File: config.mk
export PLATFORM = sky130hd
export DESIGN_NAME = uart_sample_rx
export DESIGN_NICKNAME = d
export VERILOG_FILES = /design/src/rtl/uart_sample_rx.sv
export SDC_FILE = /design/constraint.sdc
export NUM_CORES = 1
export LEC_CHECK = 0
export CAP_MARGIN = 0
export CORE_ASPECT_RATIO = 0.5
export CORE_MARGIN = 2
export CORE_UTILIZATION = 31
export CTS_CLUSTER_DIAMETER = 100
export CTS_CLUSTER_SIZE = 12
export DETAILED_ROUTE_END_ITERATION = 7
export PLACE_DENSITY = 0.45
export SLEW_MARGIN = 15
export SYNTH_ARGS = -nofsm -noshare
export SYNTH_HDL_FRONTEND = slang
export SYNTH_SLANG_ARGS = --single-unit
File: constraint.sdc
create_clock -name clk -period 3.9 [get_ports clk]
set_input_delay 0.585 -clock clk [delete_from_list [all_inputs] [get_ports clk]]
set_output_delay 0.585 -clock clk [all_outputs]
set_load 0.03 [all_outputs]
File: src/rtl/uart_sample_rx.sv
// UART 8N1 receiver plus frame parser: CA FE, four big-endian 16-bit samples, XOR checksum.
// All four outputs update together only when a whole frame checks out.
module uart_sample_rx #(
    parameter int CLKS_PER_BIT = 12,
    parameter int W            = 16
) (
    input  logic                clk,
    input  logic                rst_n,
    input  logic                rx_i,
    output logic signed [W-1:0] out0,
    output logic signed [W-1:0] out1,
    output logic signed [W-1:0] out2,
    output logic signed [W-1:0] out3,
    output logic                out_valid,
    output logic                frame_err,
    output logic                chk_err
);
    localparam int CW = $clog2(CLKS_PER_BIT);
    localparam logic [CW-1:0] HALF_M1 = CW'(CLKS_PER_BIT / 2 - 1);
    localparam logic [CW-1:0] FULL_M1 = CW'(CLKS_PER_BIT - 1);

    typedef enum logic [2:0] {RX_IDLE, RX_START, RX_DATA, RX_STOP, RX_BREAK} rx_state_t;
    typedef enum logic [1:0] {P_SYNC0, P_SYNC1, P_PAYLOAD, P_CHECK} p_state_t;

    logic [1:0] sync_q;
    logic       rxs;

    always_ff @(posedge clk or negedge rst_n) begin
        if (!rst_n) sync_q <= 2'b11;
        else        sync_q <= {sync_q[0], rx_i};
    end
    assign rxs = sync_q[1];

    // ---------------- bit receiver ----------------
    rx_state_t   rx_state, rx_next;
    logic [CW-1:0] cnt, cnt_d;
    logic [2:0]  bit_idx, bit_idx_d;
    logic [7:0]  shreg, shreg_d;
    logic        byte_stb, stb_d, ferr_d;

    always_ff @(posedge clk or negedge rst_n) begin
        if (!rst_n) begin
            rx_state  <= RX_IDLE;
            cnt       <= '0;
            bit_idx   <= '0;
            shreg     <= '0;
            byte_stb  <= 1'b0;
            frame_err <= 1'b0;
        end else begin
            rx_state  <= rx_next;
            cnt       <= cnt_d;
            bit_idx   <= bit_idx_d;
            shreg     <= shreg_d;
            byte_stb  <= stb_d;
            frame_err <= ferr_d;
        end
    end

    always_comb begin
        rx_next   = rx_state;
        cnt_d     = cnt;
        bit_idx_d = bit_idx;
        shreg_d   = shreg;
        stb_d     = 1'b0;
        ferr_d    = 1'b0;
        case (rx_state)
            RX_IDLE: if (!rxs) begin
                cnt_d   = HALF_M1;
                rx_next = RX_START;
            end
            RX_START: begin
                if (cnt != '0) cnt_d = cnt - 1'b1;
                else if (rxs)  rx_next = RX_IDLE;
                else begin
                    rx_next   = RX_DATA;
                    cnt_d     = FULL_M1;
                    bit_idx_d = '0;
                end
            end
            RX_DATA: begin
                if (cnt != '0) cnt_d = cnt - 1'b1;
                else begin
                    shreg_d   = {rxs, shreg[7:1]};
                    cnt_d     = FULL_M1;
                    bit_idx_d = bit_idx + 1'b1;
                    if (bit_idx == 3'd7) rx_next = RX_STOP;
                end
            end
            RX_STOP: begin
                if (cnt != '0) cnt_d = cnt - 1'b1;
                else if (rxs) begin
                    stb_d   = 1'b1;
                    rx_next = RX_IDLE;
                end else begin
                    ferr_d  = 1'b1;
                    rx_next = RX_BREAK;
                end
            end
            RX_BREAK: if (rxs) rx_next = RX_IDLE;
            default:  rx_next = RX_IDLE;
        endcase
    end

    // ---------------- frame parser ----------------
    p_state_t        p_state, p_next;
    logic [2:0]      idx, idx_d;
    logic [7:0]      xacc, xacc_d;
    logic [7:0][7:0] shadow, shadow_d;
    logic [3:0][W-1:0] out_q;
    logic            upd_d, cerr_d;

    always_ff @(posedge clk or negedge rst_n) begin
        if (!rst_n) begin
            p_state   <= P_SYNC0;
            idx       <= '0;
            xacc      <= '0;
            shadow    <= '0;
            out_q     <= '0;
            out_valid <= 1'b0;
            chk_err   <= 1'b0;
        end else begin
            p_state   <= p_next;
            idx       <= idx_d;
            xacc      <= xacc_d;
            shadow    <= shadow_d;
            out_valid <= upd_d;
            chk_err   <= cerr_d;
            // byte 2*ch is the MSB of channel ch
            if (upd_d)
                for (int ch = 0; ch < 4; ch++)
                    out_q[ch] <= {shadow[2*ch], shadow[2*ch+1]};
        end
    end

    always_comb begin
        p_next   = p_state;
        idx_d    = idx;
        xacc_d   = xacc;
        shadow_d = shadow;
        upd_d    = 1'b0;
        cerr_d   = 1'b0;
        if (frame_err) begin
            p_next = P_SYNC0;
        end else if (byte_stb) begin
            case (p_state)
                P_SYNC0: if (shreg == 8'hCA) p_next = P_SYNC1;
                P_SYNC1: begin
                    if (shreg == 8'hFE) begin
                        p_next = P_PAYLOAD;
                        idx_d  = '0;
                        xacc_d = '0;
                    end else if (shreg != 8'hCA) begin
                        p_next = P_SYNC0;
                    end
                end
                P_PAYLOAD: begin
                    shadow_d[idx] = shreg;
                    xacc_d        = xacc ^ shreg;
                    idx_d         = idx + 1'b1;
                    if (idx == 3'd7) p_next = P_CHECK;
                end
                P_CHECK: begin
                    if (shreg == xacc) upd_d  = 1'b1;
                    else               cerr_d = 1'b1;
                    p_next = P_SYNC0;
                end
                default: p_next = P_SYNC0;
            endcase
        end
    end

    assign out0 = out_q[0];
    assign out1 = out_q[1];
    assign out2 = out_q[2];
    assign out3 = out_q[3];
endmodule
==> impl_results.md <==
- Slew Viols, Final: 0
- Leakage: between 0.003 and 0.004 µW
- Core ar.: 0.0217 mm²
- H-Tree Depth: 4
- Post-synthesis net count: just over 500
- Worst EP arrival: ~2.8 ns
- Total Routed Length: 15,000 µm
- Sw Pwr: 1010 µW
- Distinct cells, synth: 49
- Area of the die: 0.0234 mm²
- First-pass GRT wire length: 24,300 µm
- Vias per inst: 4.62
- Most common cell after layout, fill and taps aside: dfrtp_1
- P&R area growth vs syn: 22.4%
- Number of synthesized flops with an enable pin: 0
- # DRC: 0
- Die Y: approximately 110 µm
- Post-synth top flop: dfrtp_1
- Final Skew: 0.0127 ns
- Path depth of the worst reg2reg path: 5
- Setup Viol. Count Final: 0
- Pin count of the biggest net entering global routing: 90
- Mapped Cells: between 400 and 500
- Initial cell density of the core: between 30% and 40%
- Setup CP Type: flip-flop to flip-flop
- Yosys reg bits: 165
- CTS sink cnt: 165
- TritonRoute pass-1 iters: 4
- Worst endpoint required time: around 4.2 ns
- GP Congestion: 0.718
- Power per cell area: 459 mW/mm²
- Total track usage: 13.7%
- Chip Width: 214 µm
- Most frequent cells in the layout: dfrtp_1, mux2_2, clkdlybuf4s50_1
- Rel. slew slack: 42.6%
- Clock slew seen by the registers of the worst setup and hold paths: about 0.07 ns
- Max_cap viols: 0
- # IOs: 70
- Worst R2R End: shadow[25]
- Final hold vios: 0
- RSZ-0062 raised after global routing: false
- Post-synth ARST share: between 90% and 100%
- Post-CTS setup buffers: 0
- Vias in the first global route: 4,175
- Worst hold path type: input port to async pin
- Total power: 3860 µW
- Total congestion overflow: 0
- Port Buffers: 69
- Max rail drop VDD: 0.000203 V
- Critical Path End: shadow[25]
- Rows: 38
- Synthesized area: slightly below 0.007 mm²
- Setup TNS Final: 0 ns
- DR vias: 4,005
- Layout cells sized above 1: 31.4%
- Cts bufs inserted: 17
- Synth warn: 0
- Crit path time final: ~2.5 ns
- Clk root buf: clkbuf_16
- Nets@finish: 568
- Least-Margin Pin Slew: 0.861 ns
- Outcome: finished, final reports clean
- Hold Buf Count CTS: 0
- Post-CTS resize count: 0
- Reg power frac: 48.8%
- Initial antenna violation count: 0
- Worst-path fanout max: 16
- Clk_lat worst skew: 0.43 ns
- Seq/Total Area, Yosys: 60.2%
- Critical Path Start: p_state[0]
- Clock network power share: 43.3%
- Startpoint Class: flip-flop
- R2r setup slk: 1.37 ns
- Dpl hpwl: around 9600 µm
- Final worst-path cycle share: between 60% and 70%
- Worst setup EP type: flip-flop
- Combinational group share of total power: between 7 and 8%
- Synthesized area per cell: around 14 µm²
- Fill cells: about 2,100
- FMAX: between 0.3 and 0.4 GHz
- Launching point of the worst reg2reg path: p_state[0]
- Clock Path Buffers: 2
- Drt first-iter violations: 191
- Switching part of the total: between 20% and 30%
- Post-DRT Antenna Nets: 0
- CTS tree: yes
- Ant diodes: 0
- DR WL/cell: 17.3 µm
- Int Pwr: around 2900 µW
[flip-flops by register name, summed over array words and instances (netlist names)]
register / cells
frame_err: 1
out2: 16
p_state: 2
out_valid: 1
out3: 16
shadow: 64
idx: 3
out1: 16
shreg: 8
cnt: 4
chk_err: 1
rx_state: 3
xacc: 8
out0: 16
sync_q: 2
bit_idx: 3
byte_stb: 1
[cells in the mapped netlist, drive strengths merged, types with 3 or more instances]
cell,number,area (µm²)
a21oi,8,40.0
a31oi,3,18.8
buf,11,93.8
clkbuf,17,63.8
dfrtp,163,4080
ha,11,138
inv,8,30.0
mux2,134,1520
mux2i,3,30.0
nand2,15,56.3
nand2b,16,100
nand3,4,20.0
nand4,5,31.3
nor2,11,41.3
nor2b,10,62.6
nor3b,3,32.5
o21ai,22,110
o31ai,9,67.6
xnor2,4,35.0
[final cells by class]
class / count / area [µm²] / share of cell area, %
clock buffer: 19 / 433 / 5.15
clock inverter: 13 / 150 / 1.79
inverter: 8 / 30.0 / 0.357
multi-input combinational: 289 / 2550 / 30.4
sequential: 165 / 4130 / 49.1
tap: 300 / 375 / 4.46
timing repair buffer: 73 / 734 / 8.74
[worst max-delay path: stages, from the launching register on]
cell and delay (ns):
dfrtp_1 0.41, inv_1 0.14, ha_1 0.48, nand3_1 0.28
nor3b_2 0.68, mux2_2 0.41
[per-layer routing]
layer / wire length, µm / up-vias / global-route usage (%)
li1: - / 1874 / -
met1: 7670 / 2065 / 19.3
met5: 0 / - / 0
met2: 6710 / 49 / 20.8
met4: 185 / 0 / 4.51
met3: 414 / 17 / 3.43
[worst min path at each step]
stage,from,to,cells past startpoint
after detailed placement,sync_q[0],sync_q[1],0
final,rst_n,rx_state[2],1
after floorplan,rst_n,bit_idx[0],0
after global routing,rst_n,out1[12],1
after global placement,sync_q[0],sync_q[1],0
after CTS,rst_n,cnt[1],1
[power by group through the flow]
stage / logic (µW) / clock network, µW / registers [µW]
2_1_floorplan: 265 / 0 / 1830
3_3_place_gp: 305 / 0 / 1920
3_5_place_dp: 311 / 0 / 1920
4_1_cts: 312 / 1730 / 1890
5_1_grt: 358 / 1810 / 1900
6_report: 305 / 1670 / 1880
[cells by family (layout without fill, tap and decap cells)]
kind of cell / Yosys count / in the layout / synth area share, %
buf+inv: 36 / 113 / 2.73
mux: 137 / 137 / 22.6
xor+xnor: 4 / 4 / 0.510
fa+ha+maj: 11 / 11 / 2.00
compound gates: 56 / 56 / 5.10
simple gates: 81 / 81 / 6.91
flops: 165 / 165 / 60.2
[metrics by stage]
| stage | cells | area [µm²] | hold slack [ns] | worst slack [ns] | utilization [%] |
|---|---|---|---|---|---|
| finish | 867 | 8410 | 0.204 | 1.37 | 38.8 |
| floorplan | 490 | 6870 | 0.289 | 1.82 | - |
| CTS | 867 | 8410 | 0.256 | 1.38 | 38.8 |
| global placement | 835 | 7830 | 0.346 | 1.44 | 36.1 |
| global route | 867 | 8410 | 0.286 | 1.15 | 38.8 |
| detailed placement | 835 | 7830 | 0.352 | 1.40 | 36.1 |
No activity file was read; power rests on OpenSTA's default activity.
